--- src/rtl/brcomp_iter_if.sv ---
// rtl/brcomp_iter_if.sv - request/response handshake bundle for the iterative branch comparator
interface brcomp_iter_if #(
    parameter int unsigned XLEN = 32
);
    logic            req_valid_i;
    logic            req_ready_o;
    logic            br_unsigned_i;
    logic [XLEN-1:0] rs1_data_i;
    logic [XLEN-1:0] rs2_data_i;
    logic            resp_valid_o;
    logic            resp_ready_i;
    logic            br_equal_o;
    logic            br_less_o;

    modport master (
        output req_valid_i, br_unsigned_i, rs1_data_i, rs2_data_i, resp_ready_i,
        input  req_ready_o, resp_valid_o, br_equal_o, br_less_o
    );

    modport slave (
        input  req_valid_i, br_unsigned_i, rs1_data_i, rs2_data_i, resp_ready_i,
        output req_ready_o, resp_valid_o, br_equal_o, br_less_o
    );
endinterface

--- src/rtl/brcomp_iter.sv ---
// rtl/brcomp_iter.sv - multi-cycle MSB-first chunked branch comparator with early exit
module brcomp_iter #(
    parameter int unsigned XLEN  = 32,
    parameter int unsigned CHUNK = 8
) (
    input  logic          clk_i,
    input  logic          rst_ni,
    input  logic          flush_i,
    brcomp_iter_if.slave  bus
);
    localparam int unsigned   NCHUNK = XLEN / CHUNK;
    localparam int unsigned   KW     = (NCHUNK > 1) ? $clog2(NCHUNK) : 1;
    localparam logic [KW-1:0] KLAST  = KW'(NCHUNK - 1);

    typedef enum logic [1:0] {IDLE, CMP, DONE} state_e;

    state_e          state_q, state_d;
    logic [XLEN-1:0] a_q, a_d, b_q, b_d;
    logic            uns_q, uns_d;
    logic [KW-1:0]   k_q, k_d;
    logic            eq_q, eq_d, lt_q, lt_d;

    logic [XLEN-1:0] a_sh, b_sh;
    logic [CHUNK-1:0] ca, cb;
    int unsigned     shamt;

    // Chunk k sits at the top after shifting left by k*CHUNK; signed mode flips the
    // sign bit of chunk 0 so an unsigned compare orders two's-complement values.
    always_comb begin
        shamt = CHUNK * 32'(k_q);
        a_sh  = a_q << shamt;
        b_sh  = b_q << shamt;
        ca    = a_sh[XLEN-1 -: CHUNK];
        cb    = b_sh[XLEN-1 -: CHUNK];
        if (k_q == '0 && !uns_q) begin
            ca[CHUNK-1] = ~ca[CHUNK-1];
            cb[CHUNK-1] = ~cb[CHUNK-1];
        end
    end

    always_comb begin
        state_d = state_q;
        a_d     = a_q;
        b_d     = b_q;
        uns_d   = uns_q;
        k_d     = k_q;
        eq_d    = eq_q;
        lt_d    = lt_q;
        if (flush_i) begin
            state_d = IDLE;
            k_d     = '0;
        end else begin
            case (state_q)
                IDLE: begin
                    if (bus.req_valid_i) begin
                        a_d     = bus.rs1_data_i;
                        b_d     = bus.rs2_data_i;
                        uns_d   = bus.br_unsigned_i;
                        k_d     = '0;
                        state_d = CMP;
                    end
                end
                CMP: begin
                    if (ca != cb) begin
                        eq_d    = 1'b0;
                        lt_d    = (ca < cb);
                        state_d = DONE;
                    end else if (k_q == KLAST) begin
                        eq_d    = 1'b1;
                        lt_d    = 1'b0;
                        state_d = DONE;
                    end else begin
                        k_d = k_q + 1'b1;
                    end
                end
                DONE: begin
                    if (bus.resp_ready_i) state_d = IDLE;
                end
                default: state_d = IDLE;
            endcase
        end
    end

    always_ff @(posedge clk_i or negedge rst_ni) begin
        if (!rst_ni) begin
            state_q <= IDLE;
            a_q     <= '0;
            b_q     <= '0;
            uns_q   <= 1'b0;
            k_q     <= '0;
            eq_q    <= 1'b0;
            lt_q    <= 1'b0;
        end else begin
            state_q <= state_d;
            a_q     <= a_d;
            b_q     <= b_d;
            uns_q   <= uns_d;
            k_q     <= k_d;
            eq_q    <= eq_d;
            lt_q    <= lt_d;
        end
    end

    assign bus.req_ready_o  = (state_q == IDLE) && !flush_i;
    assign bus.resp_valid_o = (state_q == DONE);
    assign bus.br_equal_o   = eq_q;
    assign bus.br_less_o    = lt_q;
endmodule
--- src/flat_wrapper.sv ---
// flat-port wrapper written by rule: the top's interface ports become plain ports
module brcomp_iter_flat 
#(
    parameter int unsigned XLEN  = 32,
    parameter int unsigned CHUNK = 8
)
  (clk_i, rst_ni, flush_i, bus_req_valid_i, bus_br_unsigned_i, bus_rs1_data_i, bus_rs2_data_i, bus_resp_ready_i, bus_req_ready_o, bus_resp_valid_o, bus_br_equal_o, bus_br_less_o);
  brcomp_iter_if #(.XLEN(XLEN)) bus_i ();
  input  logic clk_i;
  input  logic rst_ni;
  input  logic flush_i;
  input wire logic [$bits(bus_i.req_valid_i)-1:0] bus_req_valid_i;
  input wire logic [$bits(bus_i.br_unsigned_i)-1:0] bus_br_unsigned_i;
  input wire logic [$bits(bus_i.rs1_data_i)-1:0] bus_rs1_data_i;
  input wire logic [$bits(bus_i.rs2_data_i)-1:0] bus_rs2_data_i;
  input wire logic [$bits(bus_i.resp_ready_i)-1:0] bus_resp_ready_i;
  output wire logic [$bits(bus_i.req_ready_o)-1:0] bus_req_ready_o;
  output wire logic [$bits(bus_i.resp_valid_o)-1:0] bus_resp_valid_o;
  output wire logic [$bits(bus_i.br_equal_o)-1:0] bus_br_equal_o;
  output wire logic [$bits(bus_i.br_less_o)-1:0] bus_br_less_o;
  assign bus_i.req_valid_i = bus_req_valid_i;
  assign bus_i.br_unsigned_i = bus_br_unsigned_i;
  assign bus_i.rs1_data_i = bus_rs1_data_i;
  assign bus_i.rs2_data_i = bus_rs2_data_i;
  assign bus_i.resp_ready_i = bus_resp_ready_i;
  assign bus_req_ready_o = bus_i.req_ready_o;
  assign bus_resp_valid_o = bus_i.resp_valid_o;
  assign bus_br_equal_o = bus_i.br_equal_o;
  assign bus_br_less_o = bus_i.br_less_o;
  brcomp_iter #(.XLEN(XLEN), .CHUNK(CHUNK)) u_core (.clk_i(clk_i), .rst_ni(rst_ni), .flush_i(flush_i), .bus(bus_i));
endmodule
--- config.mk ---
export PLATFORM = sky130hd
export DESIGN_NAME = brcomp_iter_flat
export DESIGN_NICKNAME = d
export VERILOG_FILES = /design/src/rtl/brcomp_iter_if.sv /design/src/rtl/brcomp_iter.sv /design/src/flat_wrapper.sv
export SDC_FILE = /design/constraint.sdc
export NUM_CORES = 1
export LEC_CHECK = 0
export ABC_CLOCK_PERIOD_IN_PS = 2600
export CORE_UTILIZATION = 46
export CTS_CLUSTER_DIAMETER = 100
export CTS_CLUSTER_SIZE = 40
export DETAILED_ROUTE_END_ITERATION = 8
export PLACE_DENSITY = 0.76
export SKIP_LAST_GASP = 1
export SLEW_MARGIN = 20
export SYNTH_ARGS = -nofsm -noshare
export SYNTH_HDL_FRONTEND = slang
export SYNTH_SLANG_ARGS = --single-unit
--- constraint.sdc ---
create_clock -name clk_i -period 2.6 [get_ports clk_i]
set_clock_uncertainty 0.15 [all_clocks]
set_input_delay 0.65 -clock clk_i [delete_from_list [all_inputs] [get_ports clk_i]]
set_output_delay 0.65 -clock clk_i [all_outputs]
set_load 0.1 [all_outputs]
==> flow_metrics.tcl, run 1 <==
set metrics [dict create \
    status "finished clean" \
    finalSetupTns_ns 0 \
    postLayoutCoreUtil_pct 63.53 \
    numCtsBuffers 9 \
    synth_seq_cells 71 \
    hold_viol 0 \
    grt_max_degree 72 \
    cts_tree "done" \
    overflow 0 \
    pre_cts_ws_ns -0.09932 \
    worstMarginPinSlew_ns 0.8707 \
    root_buffer "clkbuf_8" \
    yosysSeqAreaShare_pct 50.11 \
    antenna_found_initial 0 \
    crit_fanout 7 \
    max_stage_delay_ns 0.51 \
    fin_nets 386 \
    path_cells "buf_4 -> buf_4 -> mux4_2 -> inv_1 -> ha_1 -> nand4_1 -> nor4_4 -> or3b_2 -> a21oi_2" \
    finalSetupViolations 0 \
    die_area_um2 8063 \
    startpoint_type "flop" \
    io_pins 74 \
    yosys_warnings 0 \
    drtAntennaViolNets 0 \
    clockBufferDepth 2 \
    port_buffers 73 \
    p_total_w 0.003261 \
    syn_to_final_growth_pct 32.04 \
    clk_pin_slew_ns 0.07 \
    grt_pass1_vias 2334 \
    nFillCells 562 \
    grt_usage_pct 18.66 \
    rows 31 \
    reg2reg_from "u_core.k_q[0]" \
    dieWidth_um 89.80 \
    syn_inst 217 \
    synth_cell_types 32 \
    irDropWorstVdd_v 0.0003886 \
    drive_gt1_share_pct 41.16 \
    use_met2_pct 31.09 \
    cp-startpoint "u_core.k_q[0]" \
    htreeDepth 3 \
    rsz0062_at_grt "true" \
    routed_wl_um 6785 \
    route.detailed.drc 0 \
    post-route-period-util_pct 99.49 \
    syn_nets 297 \
    dpl.hpwl_um 5011 \
    dr.pass1.iters 4 \
    wire_per_inst_um 16.55 \
    initial_utilization_pct 48.12 \
    viasPerCell 5.107 \
    grt_pass1_wl_um 11540 \
    syn-cell-area_um2 3546 \
    criticalPathCategory "flop to flop" \
    min_path_type "input pin to async pin" \
    path_buf_inv 3 \
    r2r_slack_ns 0.01 \
    max_freq_mhz 386.6 \
    worst_slack_ns 0.01323 \
    drt_iter0_drc 82 \
    vias 2094 \
    gp_congestion 0.7288 \
    coreArea_um2 7370 \
    critPathTopFamily "simple AND/OR/NAND/NOR gates" \
    use_met1_pct 23.07 \
    top_usage_layer "met2" \
    n_antenna_cell 0 \
    final_cells 410 \
    slew_headroom_pct 41.95 \
    maxSlewViolCount 0 \
    dp.cells 391 \
    ff2ff_path_depth 9 \
    layout_min_cycle_time_ns 2.587 \
    power_leakage_nw 2.019 \
    max_cap_viol_count 0 \
    critPathCaptureType "flop" \
    cp.required_ns 2.73 \
    hold_buffers 0 \
    cts_sinks 71 \
    crit_path_top_delay_cell "mux4_2" \
    clk_latency_ns 0.35 \
    synth.avg_cell_area_um2 16.34 \
    grtUsageMet3_pct 6.430 \
    cp.arrival_ns 2.71 \
    reg2reg_to "u_core.state_q[1]" \
    critPathMostFrequentCell "buf_4" \
    die-height_um 89.80 \
    p_per_area_nw_per_um2 696.4 \
]
==> state kept, by name, summed over array words and instances, names as in the netlist <==
register,flops
u_core.uns_q,1
u_core.bus.br_equal_o,1
u_core.k_q,2
u_core.a_q,32
u_core.bus.br_less_o,1
u_core.state_q,2
u_core.b_q,32
==> cell usage in the layout, fill, tap and decap left out, types with 3 or more instances in the layout <==
cell type | synthesis | layout
buf_4 | 4 | 15
and2_1 | 3 | 3
mux2_2 | 27 | 27
inv_1 | 9 | 9
mux2_4 | 39 | 39
nand2_1 | 3 | 3
clkbuf_8 | 0 | 15
nor2_1 | 3 | 3
mux4_2 | 16 | 16
buf_12 | 5 | 5
ha_1 | 10 | 10
clkdlybuf4s50_1 | 0 | 68
dfrtp_1 | 71 | 70
==> layout make-up <==
type | count | area [µm²] | share of cell area (%)
Clock inverter | 1 | 7.507 | 0.1603
Clock buffer | 15 | 206.4 | 4.409
Timing Repair Buffer | 89 | 904.6 | 19.32
Sequential cell | 71 | 1778 | 37.97
Multi-Input combinational cell | 126 | 1628 | 34.77
Tap cell | 99 | 123.9 | 2.646
Inverter | 9 | 33.78 | 0.7215
==> kinds of logic after synthesis <==
logic type / synth area share [%]
AO/OA/AOI/OAI: 2.400
XOR/XNOR: 0.4941
adder cells (fa/ha/maj): 3.529
buffers and inverters: 4.869
flip-flops: 50.11
multiplexers: 35.25
AND/OR/NAND/NOR: 3.352
==> per-layer routing <==
layer / up-vias / share of wire (%) / wire (µm)
li1: 972 / - / -
met5: - / 0 / 0
met2: 50 / 51 / 3494
met3: 6 / 5.0 / 342
met4: 0 / 0.93 / 63
met1: 1066 / 43 / 2885
==> report_power, final <==
| part | switching, W | internal [W] |
|---|---|---|
| combinational | 0.000346 | 0.000541 |
| clock | 0.000387 | 0.000503 |
| sequential | 0.000146 | 0.00134 |
| total | 0.000879 | 0.00238 |
==> stage by stage <==
| stage | area (µm²) | hold WS [ns] |
|---|---|---|
| 3_3_place_gp | 4415 | 0.3359 |
| 4_1_cts | 4666 | 0.2947 |
| 3_5_place_dp | 4415 | 0.3409 |
| 2_1_floorplan | 3557 | 0.2044 |
| 5_1_grt | 4682 | 0.3285 |
| 6_report | 4682 | 0.2771 |
==> worst max-delay path by stage <==
stage	depth (start not counted)	end
6_report	9	u_core.state_q[1]
5_1_grt	9	u_core.state_q[1]
4_1_cts	9	u_core.state_q[1]
3_5_place_dp	7	u_core.k_q[0]
3_3_place_gp	7	u_core.k_q[0]
2_1_floorplan	1	bus_resp_valid_o
==> cells in the mapped netlist <==
library cell,instances,area share (%)
and2_1,3,0.53
ha_1,10,3.5
o41ai_1,1,0.25
nand2b_1,2,0.35
a22o_1,1,0.25
buf_4,4,0.85
o211ai_1,1,0.21
nor4_2,1,0.35
o31ai_1,1,0.21
buf_12,5,2.8
a211oi_1,1,0.21
nand2_1,3,0.32
xor2_1,1,0.25
nand4_1,1,0.18
or3b_2,1,0.25
dfrtp_1,71,50
a21oi_1,3,0.42
o21ai_0,3,0.42
mux4_2,16,10
nor2b_1,2,0.35
a21o_1,1,0.21
mux2_2,27,8.6
mux2_4,39,17
o21bai_1,1,0.21
buf_1,1,0.11
nor3_2,1,0.28
buf_2,1,0.14
inv_1,9,0.95
and2_4,1,0.25
xnor2_1,1,0.25
or2_2,1,0.18
nor2_1,3,0.32
==> what timing repair did <==
| action | CTS | global route |
|---|---|---|
| gates cloned | 0 | 0 |
| pin swaps | 3 | 2 |
| buffers inserted | 3 | 0 |
| endpoints found under the setup margin | 2 | 5 |
| gates resized for setup | 4 | 3 |
Power figures use the tool's default switching activity.
==> run 2: changes to the inputs <==
SKIP_CTS_REPAIR_TIMING = 1   (was default)
==> flow_metrics.tcl, run 2 (synthesis gave the netlist of run 1 again) <==
set metrics [dict create \
    rsz0062_at_grt "true" \
    htreeDepth 3 \
    critPathCaptureType "flop" \
    viasPerCell 5.108 \
    reg2reg_from "u_core.k_q[0]" \
    cts_tree "done" \
    cp.depth 7 \
    stdcell_area_um2 4691 \
    r2r_slack_ns 0.02 \
    layout_common_cells "70 x dfrtp_1, 68 x clkdlybuf4s50_1, 39 x mux2_4" \
    route.detailed.drc 0 \
    cp-startpoint "u_core.k_q[0]" \
    cts_sinks 71 \
    coreArea_um2 7370 \
    worstMarginPinSlew_ns 0.8684 \
    die_area_um2 8063 \
    path_cells "mux4_2 -> xnor2_1 -> ha_1 -> nand4_1 -> nor4_4 -> o21ai_2 -> mux2_2" \
    crit_fanout 7 \
    slew_headroom_pct 42.11 \
    hold_viol 0 \
    finalSetupViolations 0 \
    overflow 0 \
    ff2ff_path_depth 7 \
    top_regs "u_core.a_q (32), u_core.b_q (32)" \
    routed_wl_um 6750 \
    max_cap_viol_count 0 \
    maxSlewViolCount 0 \
    dr.pass1.iters 4 \
    hold_ws_ns 0.2696 \
    drt_iter0_drc 89 \
    crit_path_top_delay_cell "mux4_2" \
    irDropWorstVdd_v 0.0003894 \
    grt_pass1_wl_um 11500 \
    post-route-period-util_pct 99.26 \
    dpl_cell_area_um2 4415 \
    initial_utilization_pct 48.12 \
    layout_commonest_cell "dfrtp_1" \
    root_buffer "clkbuf_8" \
    drive_gt1_share_pct 41.94 \
    layout_min_cycle_time_ns 2.581 \
    min_path_type "input pin to async pin" \
    grt_pass1_vias 2322 \
    final_cells 409 \
    clk_pin_slew_ns 0.07 \
    gp_congestion 0.7288 \
    cp.arrival_ns 2.67 \
    path_buf_inv 0 \
    startpoint_type "flop" \
    status "finished clean" \
    io_pins 74 \
    clk_latency_ns 0.35 \
    cp.required_ns 2.68 \
    n_antenna_cell 0 \
    worst_slack_ns 0.01926 \
    vias 2089 \
    die-height_um 89.80 \
    drtAntennaViolNets 0 \
    dp.cells 391 \
    port_buffers 73 \
    cp-endpoint "u_core.k_q[0]" \
    wire_per_inst_um 16.50 \
    reg2reg_to "u_core.k_q[0]" \
    p_total_w 0.003272 \
    grt_max_degree 72 \
    max_freq_mhz 387.5 \
    power_leakage_nw 2.014 \
    clockBufferDepth 2 \
    dpl.hpwl_um 5011 \
    fin_nets 385 \
    numCtsBuffers 9 \
    p_per_area_nw_per_um2 697.6 \
    pre_cts_ws_ns -0.09932 \
    max_stage_delay_ns 0.53 \
    dieWidth_um 89.80 \
    grt_usage_pct 18.61 \
    antenna_found_initial 0 \
    rows 31 \
    syn_to_final_growth_pct 32.29 \
    criticalPathCategory "flop to flop" \
    critPathTopFamily "multiplexers" \
]
-- run 2: metal layers --
metal | share of wire [%] | global-route usage (%)
met1 | 43 | 23.01
met2 | 51 | 30.96
met3 | 5.0 | 6.430
met5 | 0 | 0
met4 | 1.1 | 5.328
-- run 2: layout make-up --
cell class                 instances  area, µm²
fill                             562       2679
sequential                        71       1778
multi-input combinational        126       1644
timing repair buffer              88      897.1
clock buffer                      15      206.4
tap                               99      123.9
inverter                           9      33.78
clock inverter                     1      7.507
-- run 2: worst min path at each step --
stage	from	slack, ns	to
3_5_place_dp	u_core.b_q[8]	0.34	u_core.b_q[8]
2_1_floorplan	rst_ni	0.20	u_core.a_q[0]
3_3_place_gp	u_core.b_q[28]	0.34	u_core.b_q[28]
5_1_grt	rst_ni	0.33	u_core.b_q[4]
6_report	rst_ni	0.27	u_core.b_q[4]
4_1_cts	rst_ni	0.29	u_core.b_q[7]
-- run 2: power breakdown --
part | switching, W | leakage [nW] | total [W] | internal [W]
registers | 0.000146 | 0.843 | 0.00148 | 0.00134
logic | 0.000350 | 1.06 | 0.000896 | 0.000547
clock network | 0.000390 | 0.108 | 0.000893 | 0.000503
total | 0.000885 | 2.01 | 0.00327 | 0.00239
-- run 2: stage by stage --
| stage | setup TNS [ns] | util (%) |
|---|---|---|
| after floorplan | -0.01348 | - |
| after global placement | -0.04389 | 59.92 |
| after detailed placement | -0.1147 | 59.92 |
| after CTS | -0.1496 | 62.82 |
| after global routing | -0.2389 | 63.65 |
| final | 0 | 63.65 |
